==> src/rtl/ula_pkg.sv <==
// Shared constants and state encoding for the ALU result-bus sequencer.
package ula_pkg;
  localparam int OP_W   = 3;
  localparam int DATA_W = 8;
  localparam int BUS_W  = 9;
  localparam int CNT_W  = 4;

  localparam logic [OP_W-1:0] OP_ADD = 3'd0;
  localparam logic [OP_W-1:0] OP_SUB = 3'd1;
  localparam logic [OP_W-1:0] OP_AND = 3'd2;
  localparam logic [OP_W-1:0] OP_OR  = 3'd3;
  localparam logic [OP_W-1:0] OP_XOR = 3'd4;
  localparam logic [OP_W-1:0] OP_NOT = 3'd5;

  typedef enum logic [1:0] {
    IDLE  = 2'd0,
    DRIVE = 2'd1,
    RESP  = 2'd2
  } state_e;
endpackage

==> src/rtl/ula_if.sv <==
// Request, unit-side and response signals of the sequencer; master is the sequencer side.
interface ula_if #(parameter int NUM_UNITS = 8);
  import ula_pkg::*;

  logic                 in_valid;
  logic                 in_ready;
  logic [OP_W-1:0]      in_op;
  logic [DATA_W-1:0]    in_a;
  logic [DATA_W-1:0]    in_b;
  logic [DATA_W-1:0]    op_a;
  logic [DATA_W-1:0]    op_b;
  logic [NUM_UNITS-1:0] unit_en;
  logic [BUS_W-1:0]     bus;
  logic                 out_valid;
  logic                 out_ready;
  logic [BUS_W-1:0]     out_result;
  logic                 out_zero;
  logic                 out_carry;
  logic                 out_err;

  modport master (
    input  in_valid, in_op, in_a, in_b, bus, out_ready,
    output in_ready, op_a, op_b, unit_en, out_valid, out_result, out_zero, out_carry, out_err
  );

  modport slave (
    output in_valid, in_op, in_a, in_b, bus, out_ready,
    input  in_ready, op_a, op_b, unit_en, out_valid, out_result, out_zero, out_carry, out_err
  );
endinterface

==> src/rtl/ula_en_decoder.sv <==
// Opcode to one-hot unit enable; reserved or unpopulated opcodes decode to no enable.
module ula_en_decoder
  import ula_pkg::*;
#(
  parameter int NUM_UNITS = 8
) (
  input  logic [OP_W-1:0]      op_i,
  output logic [NUM_UNITS-1:0] en_o,
  output logic                 legal_o
);
  always_comb begin
    legal_o = (op_i <= OP_NOT) && (int'(op_i) < NUM_UNITS);
    en_o    = '0;
    for (int i = 0; i < NUM_UNITS; i++) begin
      en_o[i] = legal_o && (int'(op_i) == i);
    end
  end
endmodule

==> src/rtl/ula_sequencer.sv <==
// Shared ALU bus sequencer: accept op, enable one unit for SETTLE cycles, capture bus, respond.
module ula_sequencer
  import ula_pkg::*;
#(
  parameter int NUM_UNITS = 8,
  parameter int SETTLE    = 1
) (
  input  logic  clk,
  input  logic  rst_n,
  ula_if.master u
);
  state_e               state_q, state_d;
  logic                 rdy_q, rdy_d;
  logic [DATA_W-1:0]    a_q, a_d, b_q, b_d;
  logic [CNT_W-1:0]     cnt_q, cnt_d;
  logic [NUM_UNITS-1:0] en_q, en_d, en_next;
  logic [BUS_W-1:0]     res_q, res_d;
  logic                 zero_q, zero_d, carry_q, carry_d, err_q, err_d;
  logic                 legal, accept;

  ula_en_decoder #(.NUM_UNITS(NUM_UNITS)) u_dec (
    .op_i    (u.in_op),
    .en_o    (en_next),
    .legal_o (legal)
  );

  // in_ready is registered so it stays low until the first edge after reset release
  assign accept = u.in_valid && rdy_q;

  always_comb begin
    state_d = state_q;
    a_d     = a_q;
    b_d     = b_q;
    cnt_d   = cnt_q;
    en_d    = en_q;
    res_d   = res_q;
    zero_d  = zero_q;
    carry_d = carry_q;
    err_d   = err_q;
    case (state_q)
      IDLE: begin
        if (accept) begin
          a_d   = u.in_a;
          b_d   = u.in_b;
          cnt_d = '0;
          if (legal) begin
            state_d = DRIVE;
            en_d    = en_next;
          end else begin
            state_d = RESP;
            res_d   = '0;
            zero_d  = 1'b1;
            carry_d = 1'b0;
            err_d   = 1'b1;
          end
        end
      end
      DRIVE: begin
        cnt_d = cnt_q + CNT_W'(1);
        if (cnt_q == CNT_W'(SETTLE - 1)) begin
          state_d = RESP;
          en_d    = '0;
          res_d   = u.bus;
          zero_d  = (u.bus[DATA_W-1:0] == '0);
          carry_d = u.bus[BUS_W-1];
          err_d   = 1'b0;
        end
      end
      RESP: begin
        if (u.out_ready) state_d = IDLE;
      end
      default: state_d = IDLE;
    endcase
    rdy_d = (state_d == IDLE);
  end

  always_ff @(posedge clk or negedge rst_n) begin
    if (!rst_n) begin
      state_q <= IDLE;
      rdy_q   <= 1'b0;
      a_q     <= '0;
      b_q     <= '0;
      cnt_q   <= '0;
      en_q    <= '0;
      res_q   <= '0;
      zero_q  <= 1'b0;
      carry_q <= 1'b0;
      err_q   <= 1'b0;
    end else begin
      state_q <= state_d;
      rdy_q   <= rdy_d;
      a_q     <= a_d;
      b_q     <= b_d;
      cnt_q   <= cnt_d;
      en_q    <= en_d;
      res_q   <= res_d;
      zero_q  <= zero_d;
      carry_q <= carry_d;
      err_q   <= err_d;
    end
  end

  assign u.in_ready   = rdy_q;
  assign u.op_a       = a_q;
  assign u.op_b       = b_q;
  assign u.unit_en    = en_q;
  assign u.out_valid  = (state_q == RESP);
  assign u.out_result = res_q;
  assign u.out_zero   = zero_q;
  assign u.out_carry  = carry_q;
  assign u.out_err    = err_q;

  a_en_onehot: assert property (@(posedge clk) disable iff (!rst_n) $onehot0(en_q));
  a_en_drive:  assert property (@(posedge clk) disable iff (!rst_n) (en_q != '0) |-> (state_q == DRIVE));
endmodule
==> src/flat_wrapper.sv <==
// flat-port wrapper written by rule: the top's interface ports become plain ports
module ula_sequencer_flat import ula_pkg::*;
#(
  parameter int NUM_UNITS = 8,
  parameter int SETTLE    = 1
)
  (clk, rst_n, u_in_valid, u_in_op, u_in_a, u_in_b, u_bus, u_out_ready, u_in_ready, u_op_a, u_op_b, u_unit_en, u_out_valid, u_out_result, u_out_zero, u_out_carry, u_out_err);
  ula_if #(.NUM_UNITS(NUM_UNITS)) u_i ();
  input  logic clk;
  input  logic rst_n;
  input wire logic [$bits(u_i.in_valid)-1:0] u_in_valid;
  input wire logic [$bits(u_i.in_op)-1:0] u_in_op;
  input wire logic [$bits(u_i.in_a)-1:0] u_in_a;
  input wire logic [$bits(u_i.in_b)-1:0] u_in_b;
  input wire logic [$bits(u_i.bus)-1:0] u_bus;
  input wire logic [$bits(u_i.out_ready)-1:0] u_out_ready;
  output wire logic [$bits(u_i.in_ready)-1:0] u_in_ready;
  output wire logic [$bits(u_i.op_a)-1:0] u_op_a;
  output wire logic [$bits(u_i.op_b)-1:0] u_op_b;
  output wire logic [$bits(u_i.unit_en)-1:0] u_unit_en;
  output wire logic [$bits(u_i.out_valid)-1:0] u_out_valid;
  output wire logic [$bits(u_i.out_result)-1:0] u_out_result;
  output wire logic [$bits(u_i.out_zero)-1:0] u_out_zero;
  output wire logic [$bits(u_i.out_carry)-1:0] u_out_carry;
  output wire logic [$bits(u_i.out_err)-1:0] u_out_err;
  assign u_i.in_valid = u_in_valid;
  assign u_i.in_op = u_in_op;
  assign u_i.in_a = u_in_a;
  assign u_i.in_b = u_in_b;
  assign u_i.bus = u_bus;
  assign u_i.out_ready = u_out_ready;
  assign u_in_ready = u_i.in_ready;
  assign u_op_a = u_i.op_a;
  assign u_op_b = u_i.op_b;
  assign u_unit_en = u_i.unit_en;
  assign u_out_valid = u_i.out_valid;
  assign u_out_result = u_i.out_result;
  assign u_out_zero = u_i.out_zero;
  assign u_out_carry = u_i.out_carry;
  assign u_out_err = u_i.out_err;
  ula_sequencer #(.NUM_UNITS(NUM_UNITS), .SETTLE(SETTLE)) u_core (.clk(clk), .rst_n(rst_n), .u(u_i));
endmodule
==> config.mk <==
export PLATFORM = sky130hd
export DESIGN_NAME = ula_sequencer_flat
export DESIGN_NICKNAME = d
export VERILOG_FILES = /design/src/rtl/ula_pkg.sv /design/src/rtl/ula_if.sv /design/src/rtl/ula_en_decoder.sv /design/src/rtl/ula_sequencer.sv /design/src/flat_wrapper.sv
export SDC_FILE = /design/constraint.sdc
export NUM_CORES = 1
export LEC_CHECK = 0
export BUFFER_PORTS_ARGS = -buffer_cell sky130_fd_sc_hd__buf_2
export CAP_MARGIN = 20
export CORE_MARGIN = 4
export CORE_UTILIZATION = 51
export DETAILED_ROUTE_END_ITERATION = 16
export GPL_TIMING_DRIVEN = 0
export PLACE_DENSITY = 0.88
export SLEW_MARGIN = 5
export SYNTH_ARGS = -nofsm -noshare
export SYNTH_HDL_FRONTEND = slang
export SYNTH_SLANG_ARGS = --single-unit
==> constraint.sdc <==
create_clock -name clk -period 2.3 [get_ports clk]
set_input_delay 0.23 -clock clk [delete_from_list [all_inputs] [get_ports clk]]
set_output_delay 0.23 -clock clk [all_outputs]
set_load 0.02 [all_outputs]
==> flow_metrics.py <==
metrics = {
    "detailed_routing": {
        "vias": 1490,
        "dr.first_iter.drc_count": 48,
        "met1Wirelength_mm": 1.66,
        "post_drt_via_cell_ratio": 5.05,
        "dr_wl_met3_microns": 319,
        "wl_per_cell_microns": 13.5,
        "drt_wl_total_mm": 3.99,
        "wl_met2_mm": 1.95,
        "ant_nets": 0,
        "dr.max_layer_used": "met4",
        "drc": 0,
        "drtPass1Iterations": 4,
    },
    "sta": {
        "tightest_slew_ns": 0.906,
        "hold_ws_ns": -0.00693,
        "max_freq_mhz": 612,
        "grt_setup_unrepaired": "false",
        "setup_viol": 0,
        "max_slew_margin_pct": 39.6,
        "finalCritPeriodShare_pct": 71.1,
        "hold_violations": 23,
        "min_period_ns": 1.63,
        "setup_tns_ns": 0,
        "clock_skew_ns": 0.00476,
        "drv_slew": 0,
    },
    "global_routing": {
        "grt_usage_pct": 19.3,
        "overflow": 0,
        "grt_max_degree": 43,
        "antenna_found_initial": 0,
        "grt_pass1_wl_mm": 6.53,
        "first_global_vias": 1467,
    },
    "clocking": {
        "cts_sinks": 42,
        "clkTransAtPathRegs_ns": 0.12,
        "cts_root_buf": "clkbuf_4",
        "cts_htree_levels": 2,
        "holdBufCountCts": 0,
        "clk_latency_ns": 0.35,
        "numCtsBuffers": 5,
        "post-cts-setup-buffers": 0,
        "cts_buffer_depth": 2,
        "cts_tree": "yes",
        "cts_resized": 0,
    },
    "synth": {
        "ys_top_cells_by_area": "dfrtp_1, nand2_1, a22o_1, a32oi_1, o21ai_0",
        "syn_area_sq_mm": 0.00179,
        "synth_nets": 206,
        "synth_cells": 172,
        "synth-seq-cells": 42,
        "ys_seq_area_share_pct": 58.7,
        "synthArstFlopShare_pct": 100,
        "yosys.area.top_type": "dfrtp_1",
        "synth_most_common_cell": "nand2_1",
        "synth_commonest_cells": "nand2_1, dfrtp_1, a22o_1",
        "synth.distinct_cells": 36,
        "ys_warn_count": 0,
        "synth_edf_count": 0,
        "synth_flop_cell": "dfrtp_1",
        "synth_top_area_share_pct": 58.7,
        "avgSynthCellArea_sq_um": 10.4,
    },
    "worst_setup_path": {
        "cp.required_ns": 2.54,
        "path_class": "reg2reg",
        "critPathCaptureType": "flop",
        "arrival_ns": 1.88,
        "path_max_fanout": 10,
        "worst_setup_path_start_kind": "flop",
    },
    "placement": {
        "placed_area_sq_mm": 0.00219,
        "gp_congestion": 0.845,
        "dpl.hpwl_mm": 2.90,
        "io_buffer_count": 69,
    },
    "power": {
        "p_leak_uw": 0.00124,
        "pwr_density_cell_mw_per_mm2": 1370,
        "vdd_drop_max_uv": 806,
    },
    "floorplan": {
        "io_pins": 70,
        "chipHeight_microns": 67.3,
        "die_area_sq_mm": 0.00452,
        "core-area_sq_mm": 0.00336,
        "die_x_microns": 67.3,
        "num_rows": 21,
        "initial_core_util_pct": 53.2,
    },
    "layout": {
        "synthToLayoutAreaGrowth_pct": 26.9,
        "fillers": 292,
        "multi_input_area_sq_um": 653,
        "final_layout_size_suffix_gt1_share_pct": 35.7,
        "regArea_sq_mm": 0.00105,
        "antennaDiodeCount": 0,
        "design_area_sq_mm": 0.00227,
        "final_nets": 282,
    },
    "worst_hold_path": {
        "hp-class": "in2async",
    },
    "outcome": {
        "violations": "hold timing",
        "status": "finished, violations left",
    },
    "job": {
        "cap_violations": 0,
    },
}
-- per-layer routing --
metal | up-vias | GRT usage, %
met3 | 5 | 6.49
li1 | 735 | -
met2 | 47 | 31.7
met1 | 703 | 23.6
met4 | 0 | 7.34
met5 | - | 0
-- area by class of cell --
cell class | count | area share, %
sequential | 42 | 46.3
multi-input combinational | 113 | 28.7
timing repair buffer | 69 | 15.2
tap | 46 | 2.53
buffer | 8 | 2.31
clock buffer | 6 | 1.82
clock inverter | 2 | 1.65
inverter | 9 | 1.49
-- placed cells by master, fill, tap and decap left out, drive strengths merged --
cell type,count
nand2b,2
and2b,1
a21boi,2
a22o,10
nor4bb,1
clkinvlp,1
nand3,3
o31ai,1
and2,1
o211ai,1
a22oi,2
clkbuf,7
and3,1
or3b,1
nor3b,1
bufinv,1
o21ai,9
nand2,54
nand3b,1
mux2i,1
dfrtp,42
o22ai,1
ha,2
nor4,2
inv,9
a32oi,5
a21oi,1
nand4bb,1
nor2,5
nor2b,2
buf,76
o211a,1
and4bb,1
-- final timing paths --
check,startpoint,endpoint,slack [ns],cells past startpoint
worst max-delay path,u_core.cnt_q[0]$_DFFE_PN0P_,u_core.u.unit_en[5]$_DFFE_PN0P_,0.67,6
worst min-delay path,rst_n,u_core.u.out_result[0]$_DFFE_PN0P_,-0.007,1
worst max register to register,u_core.cnt_q[0]$_DFFE_PN0P_,u_core.u.unit_en[5]$_DFFE_PN0P_,0.67,6
worst min register to register,u_core.u.op_b[7]$_DFFE_PN0P_,u_core.u.op_b[7]$_DFFE_PN0P_,0.48,2
max in group asynchronous,rst_n,u_core.cnt_q[1]$_DFFE_PN0P_,1.75,1
min in group clk,u_in_a[1],u_core.u.op_a[1]$_DFFE_PN0P_,0.06,3
-- state kept, by name (all words and copies together), names as in the netlist --
register	flops
u_core.u.out_err	1
u_core.u.out_result	9
u_core.u.out_zero	1
u_core.u.unit_en	8
u_core.u.op_a	8
u_core.cnt_q	4
u_core.u.op_b	8
u_core.state_q	2
u_core.u.in_ready	1
-- report_power, final --
group / internal, uW / switching (uW) / total (uW)
Clock: 229 / 240 / 469
Sequential: 1040 / 194 / 1230
Combinational: 539 / 875 / 1410
-- worst max-delay path: stages (launching register included) --
cell and delay (ns):
dfrtp_1 0.44, inv_1 0.08, ha_1 0.15, or3b_4 0.41, nor2_4 0.15, buf_4 0.19
o21ai_0 0.10
-- cell families after synthesis --
family / count (synthesis) / synth area share [%]
simple gates: 77 / 20.2
flops: 42 / 58.7
compound gates: 33 / 14.3
buf+inv: 17 / 4.82
fa+ha+maj: 2 / 1.40
mux: 1 / 0.559
-- stage by stage --
step / setup slack [ns] / std cells / power, uW / hold slack (ns) / util (%)
floorplan: 0.822 / 172 / 2190 / -0.0656 / -
global placement: 0.699 / 287 / 2630 / 0.410 / 65.2
detailed placement: 0.674 / 287 / 2670 / 0.409 / 65.2
CTS: 0.659 / 295 / 3140 / 0.00586 / 67.6
global route: 0.552 / 295 / 3340 / 0.0476 / 67.6
finish: 0.666 / 295 / 3110 / -0.00693 / 67.6
No activity file was read; power rests on OpenSTA's default activity.
